--- src/rtl/cache_control.sv ---
// Control FSM for the 2-way, 8-set, 32-byte-line write-back cache datapath.
// Optional hit/miss performance counters are enabled by defining CACHE_PERF_CNT_EN.
module cache_control #(
  parameter int s_index = 3,
  parameter int s_tag   = 24
) (
  input  logic              clk,
  input  logic              rst,
  input  logic              mem_read,
  input  logic              mem_write,
  input  logic [31:0]       mem_address,
  output logic              mem_resp,
  output logic              pmem_read,
  output logic              pmem_write,
  input  logic              pmem_resp,
  input  logic [s_tag-1:0]  tag1,
  input  logic [s_tag-1:0]  tag2,
  input  logic [1:0]        valid,
  input  logic              dirty_bit1,
  input  logic              dirty_bit2,
  input  logic              lru,
  output logic              tag_load_1,
  output logic              tag_load_2,
  output logic              dirty_load_1,
  output logic              dirty_load_2,
  output logic              lru_load,
  output logic              valid_load,
  output logic              dirty_datain_1,
  output logic              dirty_datain_2,
  output logic              lru_datain,
  output logic [1:0]        valid_in,
  output logic [1:0]        data1_write_en_sel,
  output logic [1:0]        data2_write_en_sel,
  output logic              data1_datain_sel,
  output logic              data2_datain_sel,
  output logic              data_way_sel,
  output logic              pmem_address_sel,
  output logic [31:0]       hit_count,
  output logic [31:0]       miss_count
);

  typedef enum logic [1:0] {IDLE, COMPARE, WRITEBACK, FILL} state_e;

  state_e state_q, state_d;
  logic   victim_q, victim_d;

  logic             req;
  logic [s_tag-1:0] addr_tag;
  logic             hit1, hit2, hit_any;
  logic             victim_dirty;

  // Index and offset are consumed by the datapath, not by this controller.
  logic [31-s_tag:0] unused_addr;
  assign unused_addr = mem_address[31-s_tag:0];

  assign req      = mem_read | mem_write;
  assign addr_tag = mem_address[31 -: s_tag];
  assign hit1     = valid[0] & (tag1 == addr_tag);
  assign hit2     = valid[1] & (tag2 == addr_tag);
  assign hit_any  = hit1 | hit2;
  assign victim_dirty = lru ? (valid[1] & dirty_bit2) : (valid[0] & dirty_bit1);

  always_ff @(posedge clk or posedge rst) begin
    if (rst) begin
      state_q  <= IDLE;
      victim_q <= 1'b0;
    end else begin
      state_q  <= state_d;
      victim_q <= victim_d;
    end
  end

  always_comb begin
    state_d  = state_q;
    victim_d = victim_q;
    unique case (state_q)
      IDLE: begin
        if (req) state_d = COMPARE;
      end
      COMPARE: begin
        if (!req || hit_any) begin
          state_d = IDLE;
        end else begin
          victim_d = lru;
          state_d  = victim_dirty ? WRITEBACK : FILL;
        end
      end
      WRITEBACK: begin
        if (pmem_resp) state_d = FILL;
      end
      FILL: begin
        if (pmem_resp) state_d = COMPARE;
      end
      default: state_d = IDLE;
    endcase
  end

  always_comb begin
    mem_resp           = 1'b0;
    pmem_read          = 1'b0;
    pmem_write         = 1'b0;
    tag_load_1         = 1'b0;
    tag_load_2         = 1'b0;
    dirty_load_1       = 1'b0;
    dirty_load_2       = 1'b0;
    lru_load           = 1'b0;
    valid_load         = 1'b0;
    dirty_datain_1     = 1'b0;
    dirty_datain_2     = 1'b0;
    lru_datain         = 1'b0;
    valid_in           = 2'b00;
    data1_write_en_sel = 2'b00;
    data2_write_en_sel = 2'b00;
    data1_datain_sel   = 1'b0;
    data2_datain_sel   = 1'b0;
    data_way_sel       = 1'b0;
    pmem_address_sel   = 1'b0;
    unique case (state_q)
      IDLE: ;
      COMPARE: begin
        // Way 1 takes priority if both ways claim the tag.
        if (req && hit_any) begin
          mem_resp     = 1'b1;
          data_way_sel = ~hit1;
          lru_load     = 1'b1;
          lru_datain   = hit1;
          if (mem_write) begin
            if (hit1) begin
              data1_write_en_sel = 2'b01;
              dirty_load_1       = 1'b1;
              dirty_datain_1     = 1'b1;
            end else begin
              data2_write_en_sel = 2'b01;
              dirty_load_2       = 1'b1;
              dirty_datain_2     = 1'b1;
            end
          end
        end
      end
      WRITEBACK: begin
        pmem_write       = 1'b1;
        pmem_address_sel = 1'b1;
        data_way_sel     = victim_q;
      end
      FILL: begin
        pmem_read = 1'b1;
        if (pmem_resp) begin
          valid_load = 1'b1;
          valid_in   = valid | (victim_q ? 2'b10 : 2'b01);
          if (victim_q) begin
            data2_write_en_sel = 2'b10;
            data2_datain_sel   = 1'b1;
            tag_load_2         = 1'b1;
            dirty_load_2       = 1'b1;
          end else begin
            data1_write_en_sel = 2'b10;
            data1_datain_sel   = 1'b1;
            tag_load_1         = 1'b1;
            dirty_load_1       = 1'b1;
          end
        end
      end
      default: ;
    endcase
  end

`ifdef CACHE_PERF_CNT_EN
  // missed_q marks the re-COMPARE after a fill so it is not counted again.
  logic [31:0] hit_cnt_q, hit_cnt_d, miss_cnt_q, miss_cnt_d;
  logic        missed_q, missed_d;

  always_comb begin
    hit_cnt_d  = hit_cnt_q;
    miss_cnt_d = miss_cnt_q;
    missed_d   = missed_q;
    if (state_q == COMPARE && req) begin
      if (hit_any) begin
        if (!missed_q) hit_cnt_d = hit_cnt_q + 32'd1;
        missed_d = 1'b0;
      end else begin
        if (!missed_q) miss_cnt_d = miss_cnt_q + 32'd1;
        missed_d = 1'b1;
      end
    end else if (state_q == IDLE) begin
      missed_d = 1'b0;
    end
  end

  always_ff @(posedge clk or posedge rst) begin
    if (rst) begin
      hit_cnt_q  <= 32'h0;
      miss_cnt_q <= 32'h0;
      missed_q   <= 1'b0;
    end else begin
      hit_cnt_q  <= hit_cnt_d;
      miss_cnt_q <= miss_cnt_d;
      missed_q   <= missed_d;
    end
  end

  assign hit_count  = hit_cnt_q;
  assign miss_count = miss_cnt_q;
`else
  assign hit_count  = 32'h0;
  assign miss_count = 32'h0;
`endif

endmodule

--- config.mk ---
export PLATFORM = sky130hd
export DESIGN_NAME = cache_control
export DESIGN_NICKNAME = d
export VERILOG_FILES = /design/src/rtl/cache_control.sv
export SDC_FILE = /design/constraint.sdc
export NUM_CORES = 1
export LEC_CHECK = 0
export CAP_MARGIN = 20
export CORE_MARGIN = 3
export CORE_UTILIZATION = 26
export DETAILED_ROUTE_END_ITERATION = 8
export MAX_ROUTING_LAYER = met4
export PLACE_DENSITY_LB_ADDON = 0.25
export SKIP_CTS_REPAIR_TIMING = 1
export SYNTH_ARGS = -nofsm -noshare
export SYNTH_HDL_FRONTEND = slang
export SYNTH_SLANG_ARGS = --single-unit
--- constraint.sdc ---
create_clock -name clk -period 2.3 [get_ports clk]
set_input_delay 0.46 -clock clk [delete_from_list [all_inputs] [get_ports clk]]
set_output_delay 0.46 -clock clk [all_outputs]
set_load 0.01 [all_outputs]
Yosys cells after proc, flatten, opt, wreduce, memory -nomap -nowiden
Index checks and enable logic that the tools add are counted.

cells by class
  equal/unequal tests = 8
  mux-type cells = 48
  bitwise operators = 9
  reductions and logical operators = 6

operator list
  cell                                                 count
  equality test 24 bit                                 2
  two-way mux 1 bit                                    31
  two-way mux 2 bit                                    11
  one-hot mux 2 bit (2 select lines)                   2
  one-hot mux 2 bit (4 select lines)                   1
  inequality test 2 bit, second input constant         3
  one-hot mux 1 bit (2 select lines)                   3
  AND 1 bit                                            4
  equality test 2 bit, second input constant           2
  AND reduction 3 bit                                  1
  equality test 2 x 1 -> 1 bit, second input constant  1
  logical NOT 2 bit                                    1
  inverter 1 bit                                       2
  bitwise OR 1 bit                                     2
  bitwise OR 2 bit                                     1
  AND reduction 2 bit                                  1
  logical AND 1 bit                                    1
  logical NOT 1 bit                                    1
  logical OR 1 bit                                     1

storage, ports and cells
  register bits after elaboration = 3
  input bits = 90
  output and inout bits = 86
  word-level logic and storage cells = 73

Logic depth before layout (Yosys ltp)
  depth after elaboration = 6
  mapped depth = 6
  depth with buffers taken out = 6

Worst setup path after synthesis
Ideal clock, no wire load.

  kind = in2out
  start = input port mem_address[17]
  end = output port dirty_load_2
  data arrival time = 1.740 ns
  required time = 1.840 ns
  path slack = 0.100 ns
  stages = 6
  path buffers = 0
  cell sequence = xnor2_1 -> nand4_1 -> nor4_1 -> nand4_1 -> nor3b_1 -> or2_1

between the ends
  word-level cells in the longest chain between the ends = 6
  elaborated cells on any way between the ends = 10
  those cells by class = eq/ne: 2; mux: 4; bitwise: 3; reduce/logical: 1

RTL lines
  what                                                           line      RTL
  start: declaration                                             11        input logic [31:0] mem_address,
  equality test 24 bit, on equally long branches                 58, 59
  AND 1 bit, on equally long branches                            58, 59
  two-way mux 1 bit / bitwise OR 1 bit (equally long branches)   128, 60
  two-way mux 1 bit / logical AND 1 bit (equally long branches)  127, 122
  two-way mux 1 bit *                                            122       if (req && hit_any) begin
  one-hot mux 1 bit (2 select lines) *                           118       unique case (state_q)
  end: declaration                                               25        output logic dirty_load_2,

Mark *: on every way between the ends. The rest lies on a longest branch, timed or not.

Worst setup path in the final report
  start = input port tag1[10]
  end = output port data_way_sel

between the ends
  word-level cells in the longest chain between the ends = 6
  elaborated cells on any way between the ends = 7
  those cells by class = eq/ne: 1; mux: 2; bitwise: 3; reduce/logical: 1

RTL lines
  what                                  line  RTL
  start: declaration                    16    input logic [s_tag-1:0] tag1,
  equality test 24 bit *                58    assign hit1 = valid[0] & (tag1 == addr_tag);
  AND 1 bit *                           58
  bitwise OR 1 bit                      60    assign hit_any = hit1 | hit2;
  logical AND 1 bit                     122
  two-way mux 1 bit *                   122
  one-hot mux 1 bit (2 select lines) *  118
  end: declaration                      36    output logic data_way_sel,

Marks and branches as above.

==> impl_metrics.tcl <==
set metrics [dict create \
    place_congestion 0.7484 \
    powerDensity_mw_per_mm2 372.9 \
    syn_inst 184 \
    setup_ws_ns -0.1887 \
    wl_per_cell_um 11.86 \
    seq_power_share_pct 10.8 \
    io_pins 176 \
    finish.instance_area_mm2 0.002860 \
    cts_max_level 1 \
    cts_tree "yes" \
    port_buffers 103 \
    power_frac_comb_pct 75.2 \
    synth.area.top_cells "buf_4, xnor2_1, xor2_1" \
    clock_sinks 3 \
    final_util_pct 57.87 \
    fin_tns_setup_ns -0.7827 \
    finalCritPeriodShare_pct 108.2 \
    drt_iter0_drc 22 \
    synth_warnings 0 \
    wl_um 4639 \
    critPathRequiredTime_ns 1.84 \
    final_nets 419 \
    syn_to_final_growth_pct 106.7 \
    first_global_vias 1332 \
    r2r_end "state_q[0]" \
    dp_hpwl_um 3941 \
    yosysUniqueCellTypes 27 \
    switching_share_pct 40.01 \
    ys_seq_area_share_pct 5.425 \
    rsz0062_at_grt "true" \
    synth.top_cell.area_share_pct 36.89 \
    irDropWorstVdd_mv 0.1824 \
    p_int_w 0.0006399 \
    synth_area_mm2 0.001384 \
    regArea_um2 75.07 \
    drc_errors 0 \
    start_util_pct 28.00 \
    p_clk_share_pct 14.0 \
    p_sw_w 0.0004267 \
    drv_slew 0 \
    antenna_found_initial 0 \
    status "finished, violations left" \
    yosys.area.top_type "buf_4" \
    place_ws_ns -1.060 \
    core_area_mm2 0.004942 \
    cts_buffers 3 \
    rows 25 \
    grt_pass1_wl_um 5775 \
    hold_viol 0 \
    cts_buffer_depth 2 \
    worstPathArrival_ns 2.03 \
    violations "negative setup slack" \
    place_area_mm2 0.002499 \
    fillers 452 \
    firstDrtPassIters 4 \
    crit_path_end_kind "primary output" \
    worstReg2RegStart "state_q[0]" \
    clkLatencyLatePin_ns 0.21 \
    r2r_slack_ns 0.49 \
    setup_violations 8 \
    clockRootBuffer "clkbuf_8" \
    avgSynthCellArea_um2 7.521 \
    fmax_ghz 0.4018 \
    final_cell_mix "conb_1, dlymetal6s2s_1, buf_4" \
    skew_ns 0.0002185 \
    multi_input_area_mm2 0.001279 \
    path_class "primary input to primary output" \
    fin_crit_ns 2.489 \
    grt_start_max_net_pins 10 \
    die_w_um 78.96 \
    hold_class "primary input to asynchronous set/reset pin" \
    p_leak_nw 1.756 \
    critPathLaunchType "primary input" \
    maxCapViolCount 0 \
    vias_per_cell 3.816 \
    r2r_cells 9 \
    via_count 1492 \
    crit_fanout 8 \
    finalHoldWorstSlack_ns 0.4183 \
    grtUsageTotal_pct 12.31 \
    overflow 0 \
    diodes 0 \
    ys_seq_elements 3 \
    die_h_um 78.96 \
    die_area_mm2 0.006234 \
    clkSlewWorstSetupHoldPaths_ns 0.03 \
    ant_nets 0 \
    final_common_cell "conb_1" \
    drive_gt1_share_pct 38.27 \
]
==> worst max path at each step <==
stage | startpoint | end | slack, ns | cells after the start
finish | tag1[10] | data_way_sel | -0.19 | 8
global route | mem_address[14] | data_way_sel | -0.31 | 8
global placement | mem_address[8] | data_way_sel | -1.05 | 8
floorplan | mem_address[17] | dirty_load_2 | 0.1 | 6
CTS | mem_address[8] | data_way_sel | -1.07 | 8
detailed placement | mem_address[8] | data_way_sel | -1.06 | 8
==> flip-flops by register name (all words and copies together) (netlist names) <==
register	count
state_q	2
victim_q	1
==> routing by layer <==
metal	global-route usage [%]	part of all wire, %
met1	12.59	33
met2	23.94	56
met3	1.020	9.2
met4	5.155	1.4
met5	-	0
==> Yosys cell counts <==
cell      instances
dfrtp_1           3
nor2b_1           1
nand4_1           8
or2_1             1
nor4_1            6
nor3_1            2
inv_1             5
conb_1            1
a21boi_1          1
o21ai_0           2
xor2_1           22
o221ai_1          1
and3_1            2
or3b_1            1
a311o_1           1
ha_1              4
nand3b_1          1
buf_4            68
o22ai_1           1
nand2_1           8
nor3b_1           2
mux2_2            1
a221oi_1          1
clkbuf_1          1
xnor2_1          26
nor2_1           12
a21oi_1           2
==> layout make-up <==
cell class / count / share of cell area (%)
inverters: 5 / 0.6562
well taps: 67 / 2.931
repair buffers: 142 / 47.51
flip-flops and latches: 3 / 2.625
multi-input cells: 170 / 44.71
clock buffers: 4 / 1.575
==> per-stage QoR <==
step                total power [W]  cells
global route               0.001163    391
finish                     0.001067    391
CTS                        0.001033    389
detailed placement        0.0008761    385
floorplan                 0.0005421    247
global placement          0.0008709    385
==> critical path, stage by stage <==
cell and delay (ns):
clkdlybuf4s50_1 0.47, xor2_1 0.17, nor3_2 0.05, nand4_1 0.09, buf_6 0.13, or3b_4 0.38
a21boi_2 0.15, buf_2 0.14
==> cells by family after synthesis <==
family	Yosys count	synth area share (%)
flip-flops	3	5.425
XOR/XNOR	48	30.38
multiplexers	1	0.8137
other	1	0.2710
buffers and inverters	74	38.52
AO/OA/AOI/OAI	9	4.431
AND/OR/NAND/NOR	44	16.55
adder cells (fa/ha/maj)	4	3.617
==> power by group through the flow <==
stage | clock network, W | registers, W | logic [W]
after floorplan | 0 | 0.0000948 | 0.000447
after global placement | 0 | 0.000110 | 0.000760
after detailed placement | 0 | 0.000111 | 0.000765
after CTS | 0.000154 | 0.000111 | 0.000768
after global routing | 0.000161 | 0.000119 | 0.000883
final | 0.000149 | 0.000115 | 0.000803
Note: power is estimated with default switching activity, not from simulation.
